**config.mk**
```make
export PLATFORM = sky130hd
export DESIGN_NAME = nim_board_ctrl
export DESIGN_NICKNAME = d
export VERILOG_FILES = /design/src/rtl/nim_board_ctrl.sv
export SDC_FILE = /design/constraint.sdc
export NUM_CORES = 1
export LEC_CHECK = 0
export BUFFER_PORTS_ARGS = -buffer_cell sky130_fd_sc_hd__clkbuf_2
export CORE_MARGIN = 3
export CORE_UTILIZATION = 35
export DETAILED_ROUTE_END_ITERATION = 8
export PLACE_DENSITY = 0.58
export SLEW_MARGIN = 10
export SYNTH_ARGS = -nofsm -noshare
export SYNTH_HDL_FRONTEND = slang
export SYNTH_SLANG_ARGS = --single-unit
```
**constraint.sdc**
```tcl
create_clock -name clk -period 5.9 [get_ports clk]
set_input_delay 1.18 -clock clk [delete_from_list [all_inputs] [get_ports clk]]
set_output_delay 1.18 -clock clk [all_outputs]
set_load 0.1 [all_outputs]
```
**src/rtl/nim_board_ctrl.sv**
```systemverilog
// Board/turn controller for the two-player pile game: cursor, edit and commit driven by
// key strobes, with alternating players and game-over detection.
module nim_board_ctrl #(
    parameter  int CELLS    = 10,
    parameter  int VAL_W    = 4,
    parameter  int INIT_VAL = 1,
    localparam int IDX_W    = $clog2(CELLS)
) (
    input  logic                   clk,
    input  logic                   rst_n,
    input  logic                   key_up,
    input  logic                   key_down,
    input  logic                   key_left,
    input  logic                   key_right,
    input  logic                   key_enter,
    input  logic                   key_space,
    input  logic [IDX_W:0]         active_cnt,
    output logic [CELLS*VAL_W-1:0] board,
    output logic [IDX_W-1:0]       cursor,
    output logic [VAL_W-1:0]       edit_val,
    output logic                   player,
    output logic [2:0]             state,
    output logic                   commit_pulse,
    output logic                   game_over,
    output logic                   winner
);

    localparam logic [2:0] S_IDLE   = 3'd0;
    localparam logic [2:0] S_SELECT = 3'd1;
    localparam logic [2:0] S_EDIT   = 3'd2;
    localparam logic [2:0] S_COMMIT = 3'd3;
    localparam logic [2:0] S_OVER   = 3'd4;

    localparam logic [IDX_W:0] N_MAX = (IDX_W+1)'(CELLS);

    logic [CELLS-1:0][VAL_W-1:0] piles;
    logic [IDX_W-1:0]            n_last;
    logic [5:0]                  key_now, key_q, key_qq, key_edge;
    logic                        do_space, do_enter, do_left, do_right, do_up, do_down;
    logic                        lr_any;
    logic [IDX_W:0]              n_start;
    logic [VAL_W-1:0]            cur_val;
    logic                        all_zero;

    assign key_now  = {key_space, key_enter, key_left, key_right, key_up, key_down};
    assign key_edge = key_q & ~key_qq;
    assign board    = piles;
    assign cur_val  = piles[cursor];

    // One action per cycle: the highest-priority group with an edge claims it, and a
    // conflicting pair inside a group cancels itself out.
    always_comb begin
        lr_any   = key_edge[3] | key_edge[2];
        do_space = key_edge[5];
        do_enter = key_edge[4] & ~key_edge[5];
        do_left  = ~key_edge[5] & ~key_edge[4] & key_edge[3] & ~key_edge[2];
        do_right = ~key_edge[5] & ~key_edge[4] & key_edge[2] & ~key_edge[3];
        do_up    = ~key_edge[5] & ~key_edge[4] & ~lr_any & key_edge[1] & ~key_edge[0];
        do_down  = ~key_edge[5] & ~key_edge[4] & ~lr_any & key_edge[0] & ~key_edge[1];
    end

    always_comb begin
        if (active_cnt == '0)
            n_start = (IDX_W+1)'(1);
        else if (active_cnt > N_MAX)
            n_start = N_MAX;
        else
            n_start = active_cnt;
    end

    // Board emptiness as it will be after the pending write lands.
    always_comb begin
        all_zero = 1'b1;
        for (int unsigned i = 0; i < CELLS; i++) begin
            if (IDX_W'(i) == cursor) begin
                if (edit_val != '0) all_zero = 1'b0;
            end else if (piles[i] != '0) begin
                all_zero = 1'b0;
            end
        end
    end

    always_ff @(posedge clk or negedge rst_n) begin
        if (!rst_n) begin
            key_q  <= '0;
            key_qq <= '0;
        end else begin
            key_q  <= key_now;
            key_qq <= key_q;
        end
    end

    always_ff @(posedge clk or negedge rst_n) begin
        if (!rst_n) begin
            state        <= S_IDLE;
            piles        <= '0;
            cursor       <= '0;
            edit_val     <= '0;
            player       <= 1'b0;
            commit_pulse <= 1'b0;
            game_over    <= 1'b0;
            winner       <= 1'b0;
            n_last       <= '0;
        end else begin
            commit_pulse <= 1'b0;
            case (state)
                S_IDLE: begin
                    if (do_enter) begin
                        for (int unsigned i = 0; i < CELLS; i++)
                            piles[i] <= (i < 32'(n_start)) ? VAL_W'(INIT_VAL) : '0;
                        n_last   <= IDX_W'(n_start - 1'b1);
                        cursor   <= '0;
                        edit_val <= '0;
                        player   <= 1'b0;
                        winner   <= 1'b0;
                        state    <= S_SELECT;
                    end
                end
                S_SELECT: begin
                    if (do_enter) begin
                        if (cur_val != '0) begin
                            edit_val <= cur_val - VAL_W'(1);
                            state    <= S_EDIT;
                        end
                    end else if (do_right) begin
                        cursor <= (cursor == n_last) ? '0 : cursor + IDX_W'(1);
                    end else if (do_left) begin
                        cursor <= (cursor == '0) ? n_last : cursor - IDX_W'(1);
                    end
                end
                S_EDIT: begin
                    if (do_space) begin
                        state <= S_COMMIT;
                    end else if (do_enter) begin
                        state <= S_SELECT;
                    end else if (do_up) begin
                        if (edit_val < cur_val - VAL_W'(1)) edit_val <= edit_val + VAL_W'(1);
                    end else if (do_down) begin
                        if (edit_val != '0) edit_val <= edit_val - VAL_W'(1);
                    end
                end
                S_COMMIT: begin
                    piles[cursor] <= edit_val;
                    commit_pulse  <= 1'b1;
                    player        <= ~player;
                    if (all_zero) begin
                        winner    <= player;
                        game_over <= 1'b1;
                        state     <= S_OVER;
                    end else begin
                        state     <= S_SELECT;
                    end
                end
                S_OVER: begin
                    if (do_enter) begin
                        game_over <= 1'b0;
                        state     <= S_IDLE;
                    end
                end
                default: begin
                    game_over <= 1'b0;
                    state     <= S_IDLE;
                end
            endcase
        end
    end

endmodule

```
# Word level (Yosys, flattened, before mapping)
# Cells that the tools add are included.
dict set report classes {
  n_bitwise 23
  n_addsub 6
  n_reduce_logical 27
  n_mux 79
  magnitude_cmp 14
  eq_ne 26
}
# cell n
set ops {}
lappend ops {{$pmux W40 S2} 1}
lappend ops {{$mux W4} 16}
lappend ops {{$reduce_bool A4 Y1} 12}
lappend ops {{$mux W1} 44}
lappend ops {{$bwmux W40} 1}
lappend ops {{$mux W40} 1}
lappend ops {{$lt A3 B5 Y1 const A} 4}
lappend ops {{$mux W3} 6}
lappend ops {{$bmux W4 S4} 1}
lappend ops {{$demux W4 S4} 1}
lappend ops {{$eq A3 B4 Y1 const A} 4}
lappend ops {{$ne A2 B2 Y1 const B} 8}
lappend ops {{$sub A4 B1 Y4 const B} 4}
lappend ops {{$pmux W3 S5} 1}
lappend ops {{$ne A3 B3 Y1 const B} 4}
lappend ops {{$pmux W4 S3} 1}
lappend ops {{$and A1 B1 Y1} 11}
lappend ops {{$lt A1 B5 Y1 const A} 2}
lappend ops {{$lt A2 B5 Y1 const A} 2}
lappend ops {{$lt A4 B5 Y1 const A} 2}
lappend ops {{$mux W5} 2}
lappend ops {{$not A1 Y1} 9}
lappend ops {{$reduce_and A3 Y1} 3}
lappend ops {{$reduce_and A9 Y1} 1}
lappend ops {{other kinds (27)} 34}
dict set report word_totals {
  register_bits 71
  input_bits 13
  output_inout_bits 55
  wordCells 195
}

# Depth between registers and ports, before layout
dict set report logic_depth {
  ltp_word 23
  depth_mapped 13
  ltp_nobuf 11
}

# Worst setup path after synthesis
# Ideal clock, no wire load.
dict set report synth_timing {
  path_kind {flip-flop to flip-flop}
  startpoint {reg cursor[1]}
  endpoint {reg edit_val[1]}
  setup_time_ns 0.127
  path_stages_with_launch 14
  synth_period_minus_slack_ns 3.902
  setup_slack_ns 1.998
  t_required_ns 5.773
  path_buffers 2
  arrival_ns 3.775
  cell_sequence {dfrtp_1 > buf_4 > buf_2 > mux2i_1 > a22oi_1 > a31oi_1 > nand3_1 > xnor2_1 > ha_1 > a21oi_1 > a31o_2 > o2111ai_1 > nor3_4 > mux2_4}
}
dict set report synth_between {
  elab_chain_len 6
  elab_cells_between_ends 11
  classes_between {1 x add/sub; 1 x order compare; 2 x eq/ne; 5 x mux; 2 x reduce/logical}
}
# element line
set synth_rtl {}
lappend synth_rtl {{start: declaration} 19} ;# output logic [IDX_W-1:0] cursor,
lappend synth_rtl {{start signal: assignment} 126} ;# cursor <= (cursor == n_last) ? '0 : cursor + IDX_W'(1);
lappend synth_rtl {{start signal: assignment} 128} ;# cursor <= (cursor == '0) ? n_last : cursor - IDX_W'(1);
lappend synth_rtl {{$bmux W4 S4 (*)} 48} ;# assign cur_val = piles[cursor];
lappend synth_rtl {{$mux W4 (implied by the code) (*)} 48}
lappend synth_rtl {{$sub A4 B1 Y4} {122, 137}}
lappend synth_rtl {{$lt A4 B4 Y1 or $mux W4 (tied branches)} {137, 121}}
lappend synth_rtl {{$ne A3 B3 Y1 (no line) or $mux W4 (tied branches)} --}
lappend synth_rtl {{$reduce_and A9 Y1 (no line) or $pmux W4 S3 (tied branches)} --}
lappend synth_rtl {{end signal: assignment} 122} ;# edit_val <= cur_val - VAL_W'(1);
lappend synth_rtl {{end signal: assignment} 137} ;# if (edit_val < cur_val - VAL_W'(1)) edit_val <= edit_val + VAL_W'(1);
lappend synth_rtl {{end signal: assignment} 139} ;# if (edit_val != '0) edit_val <= edit_val - VAL_W'(1);
lappend synth_rtl {{end: declaration} 20} ;# output logic [VAL_W-1:0] edit_val,
# Every way passes the cells marked *; elsewhere a longest branch is shown, timed or not. The select of a mux whose other input is x is not followed.
# A chain may end at the register's enable or synchronous reset.

# Worst setup path after layout
# Ends and elaborated chain as after synthesis.

==> flow_summary.rst <==
.. list-table::
   :header-rows: 1

   * - Metric
     - Value
   * - Top area cells in the synthesized netlist
     - sky130_fd_sc_hd__dfrtp_1, sky130_fd_sc_hd__a22o_1, sky130_fd_sc_hd__mux2i_1
   * - Fill count
     - 1155
   * - 1st-iter DRT viols
     - approximately 350
   * - Total Neg Setup Slack
     - 0 ps
   * - Number of nets with antenna violations after routing
     - 0
   * - Endpoint type of the worst setup path
     - flop
   * - Ys Warns
     - 0
   * - Synth Area in Compound Gates
     - 0.207
   * - Die Y
     - roughly 120 microns
   * - Initial antenna violation count
     - 0
   * - Buffers inserted by post-CTS timing repair
     - 0
   * - Min Tclk post-route
     - 3750 ps
   * - Largest net degree at the start of global routing
     - 72
   * - Placer congestion estimate
     - 0.858
   * - Clock buffers created by TritonCTS
     - 9
   * - Core Util, Final
     - 0.422
   * - Number of cells produced by synthesis
     - approximately 430
   * - Final-report max-slew violation count
     - 0
   * - Antenna diode count
     - 0
   * - Slew @ Worst Pin
     - between 1000 and 1500 ps
   * - Number of endpoints failing setup at the final stage
     - 0
   * - Register bit total from synthesis
     - 71
   * - IO Pins
     - just under 70
   * - Most repeated cell in the gate-level netlist after synthesis
     - sky130_fd_sc_hd__dfrtp_1
   * - Maximum clock insertion buffer count
     - 2
   * - Dominant register cell in the synthesized netlist
     - sky130_fd_sc_hd__dfrtp_1
   * - Clock slew at the register clock pins of the worst setup and hold paths
     - 60 ps
   * - Cell type with the largest total area after synthesis
     - sky130_fd_sc_hd__dfrtp_1
   * - Total Nets Final
     - roughly 500
   * - Type of the worst setup path
     - reg2reg
   * - Hold buffer count at cts
     - 0
   * - Maximum vdd drop
     - 0.298 mV
   * - FF+latch area
     - 0.00178 sq mm
   * - TritonCTS clock tree
     - yes
   * - FFs w/ async S/R, synth
     - 1.00
   * - Number of global-route vias before repair
     - roughly 3.6k
   * - Cell area after technology mapping
     - about 0.0042 sq mm
   * - Area of all placed cells without fillers
     - 0.00490 sq mm
   * - Adder-cell share of the synthesized area
     - 0.0433
   * - Nets in the synthesized netlist
     - 455
   * - Clk sink count
     - 71
   * - Congestion Overflow GR
     - 0
   * - Worst-case headroom to the max-slew limit
     - 0.330
   * - Number of synthesized flops with an enable pin
     - 0
   * - Power per standard cell area
     - 619 mW/mm^2
   * - Aggregate global-route resource usage
     - 0.190
   * - Post-synthesis to final-layout area growth
     - 16.2%
   * - Dominant combinational cell family by area after synthesis
     - compound AO/OA/AOI/OAI gates
   * - Clock skew after layout
     - between 7 and 8 ps
   * - Number of library cell types mapped by synthesis
     - 63
   * - Placed cell count
     - 615
   * - Global-route wire length before repair
     - 19500 microns
   * - Layout cells sized above 1
     - 0.215
   * - DPL Wire Length
     - 8920 microns
   * - RSZ-0062 raised after global routing
     - no
   * - Placement-stage worst setup slack
     - 2200 ps
   * - Synth Area per Inst
     - 9.85 sq um
   * - Synth Area in Simple Gates
     - 0.188
   * - TritonRoute pass-1 iters
     - 5
   * - Area of the multi-input gates
     - 0.00228 sq mm
   * - CP Launch Type
     - flop
   * - Row cnt
     - 39
   * - Routed wire length
     - 12300 microns
   * - Later-pin clock latency in the skew report
     - 340 ps
   * - Number of hold violations in the final report
     - 0
   * - Post-detailed-route DRC marker count
     - 0
   * - Max FO, Critical Path
     - 24
   * - Required time reported for the critical path endpoint
     - 6120 ps
   * - Top cell types by occurrence after synthesis
     - sky130_fd_sc_hd__dfrtp_1, sky130_fd_sc_hd__nand2_1, sky130_fd_sc_hd__a22o_1, sky130_fd_sc_hd__nor2_1, sky130_fd_sc_hd__a21oi_1
   * - Final setup slack of the worst path
     - 2150 ps
   * - Post-route insts no fill
     - 631
   * - Starting utilization of the core area
     - 0.363
   * - Total via count after detailed routing
     - 3684
   * - Routed vias/inst
     - 5.84
   * - Reported leakage power
     - 0.00219 uW
   * - CORE AREA
     - 0.0116 sq mm
   * - Post-placement cell area
     - 0.00462 sq mm
   * - Share of cell area taken by muxes after synthesis
     - 0.0751
   * - Full die area
     - ~0.013 sq mm
   * - Peak clock frequency supported by timing
     - 266 MHz
   * - Area share of the largest cell type after synthesis
     - 0.421
   * - Sequential cell area fraction in the yosys report
     - 0.421
   * - H-tree depth
     - 3
   * - Max-capacitance violation count
     - 0
   * - Routed len/inst
     - 19.5 microns
   * - Chip Width
     - 116 microns
   * - Parity-gate share of the synthesized area counting xor and xnor cells
     - 0.0270
   * - Count of instances resized after the clock tree is built
     - 0
   * - Endpoint arrival time on the critical path
     - 3970 ps
   * - Run status
     - finished clean
   * - Worst min-delay path category
     - reg2reg
   * - Count of port buffers added during placement
     - 67
   * - Final critical-path share of the clock period
     - 0.636
   * - Root buffer cell
     - sky130_fd_sc_hd__clkbuf_16
==> layout make-up <==
type / instances / share of cell area
well taps: 143 / 0.0365
flip-flops and latches: 71 / 0.363
clock inverters: 3 / 0.00358
clock buffers: 13 / 0.0531
inverters: 13 / 0.00996
repair buffers: 67 / 0.0690
multi-input cells: 321 / 0.465
==> critical path: stages, from the launching register on <==
cell	delay, ps
sky130_fd_sc_hd__dfrtp_1	1000
sky130_fd_sc_hd__mux2i_1	290
sky130_fd_sc_hd__a22oi_1	140
sky130_fd_sc_hd__a31oi_1	450
sky130_fd_sc_hd__nand3_1	160
sky130_fd_sc_hd__xnor2_1	160
sky130_fd_sc_hd__ha_1	280
sky130_fd_sc_hd__a21oi_1	160
sky130_fd_sc_hd__a31o_2	160
sky130_fd_sc_hd__o2111ai_1	160
sky130_fd_sc_hd__nor3_4	330
sky130_fd_sc_hd__mux2_4	330
==> report_power, final <==
group	leakage, uW	total, uW	internal (uW)	switching, uW
Combinational	0.00115	1680	463	1220
Clock	0.000136	507	306	201
Sequential	0.000902	843	589	254
==> cells in the final DEF (no fill, tap or decap), types with 3 or more instances in the layout <==
cell                        instances
sky130_fd_sc_hd__nor3_1             8
sky130_fd_sc_hd__o21ai_0           10
sky130_fd_sc_hd__o211ai_1           3
sky130_fd_sc_hd__mux2i_1           20
sky130_fd_sc_hd__mux2_4             4
sky130_fd_sc_hd__nand3_1           11
sky130_fd_sc_hd__inv_2              4
sky130_fd_sc_hd__o2bb2ai_1          3
sky130_fd_sc_hd__o21ai_1            3
sky130_fd_sc_hd__and2_1             7
sky130_fd_sc_hd__clkbuf_16          9
sky130_fd_sc_hd__xnor2_1            6
sky130_fd_sc_hd__or3_1              3
sky130_fd_sc_hd__a211oi_1           4
sky130_fd_sc_hd__ha_1              13
sky130_fd_sc_hd__a21o_1             4
sky130_fd_sc_hd__nor2_1            28
sky130_fd_sc_hd__and3_1             3
sky130_fd_sc_hd__nor2b_1           11
sky130_fd_sc_hd__nand2_1           39
sky130_fd_sc_hd__nor4_1            14
sky130_fd_sc_hd__inv_1              9
sky130_fd_sc_hd__dfrtp_1           71
sky130_fd_sc_hd__xor2_1             7
sky130_fd_sc_hd__o22ai_1            3
sky130_fd_sc_hd__a31oi_1            6
sky130_fd_sc_hd__a21oi_1           27
sky130_fd_sc_hd__a32o_1             7
sky130_fd_sc_hd__a22oi_1            7
sky130_fd_sc_hd__a22o_1            30
sky130_fd_sc_hd__nand2b_1           4
sky130_fd_sc_hd__clkbuf_2          66
==> sequential cells by signal, summed over array words and instances (netlist names) <==
| register | flops |
|---|---|
| key_qq | 6 |
| game_over | 1 |
| cursor | 4 |
| commit_pulse | 1 |
| key_q | 6 |
| player | 1 |
| edit_val | 4 |
| n_last | 4 |
| board | 40 |
| state | 3 |
| winner | 1 |
==> final timing paths <==
path / slack (ps) / start / endpoint / depth (start not counted)
min in group asynchronous: 980 / rst_n / edit_val[0] / 1
min reg2reg: 370 / key_q[4] / key_qq[4] / 0
max reg2reg: 2150 / cursor[1] / edit_val[1] / 11
max in group asynchronous: 4340 / rst_n / board[21] / 1
min: 370 / key_q[4] / key_qq[4] / 0
max: 2150 / cursor[1] / edit_val[1] / 11
==> cells by family after synthesis <==
logic type / count (synthesis)
DFF: 71
muxes: 27
buffers and inverters: 36
adders and majority gates: 14
and+or+nand+nor: 148
xor gates and xnor gates: 13
AOI/OAI and AO/OA: 119
==> routing by layer <==
metal  share of wire  up-vias  GRT usage
li1                -     1710          -
met1            0.46     1822      0.267
met2            0.46      137      0.293
met3           0.066       15     0.0423
met4           0.014        0     0.0619
met5               0        -          0
==> per-stage QoR <==
| step | power [uW] | hold WS, ps |
|---|---|---|
| after CTS | 3040 | 372 |
| after global placement | 2500 | 353 |
| after floorplan | 2170 | 347 |
| final | 3030 | 368 |
| after detailed placement | 2520 | 360 |
| after global routing | 3210 | 379 |
Power figures use the tool's default switching activity.
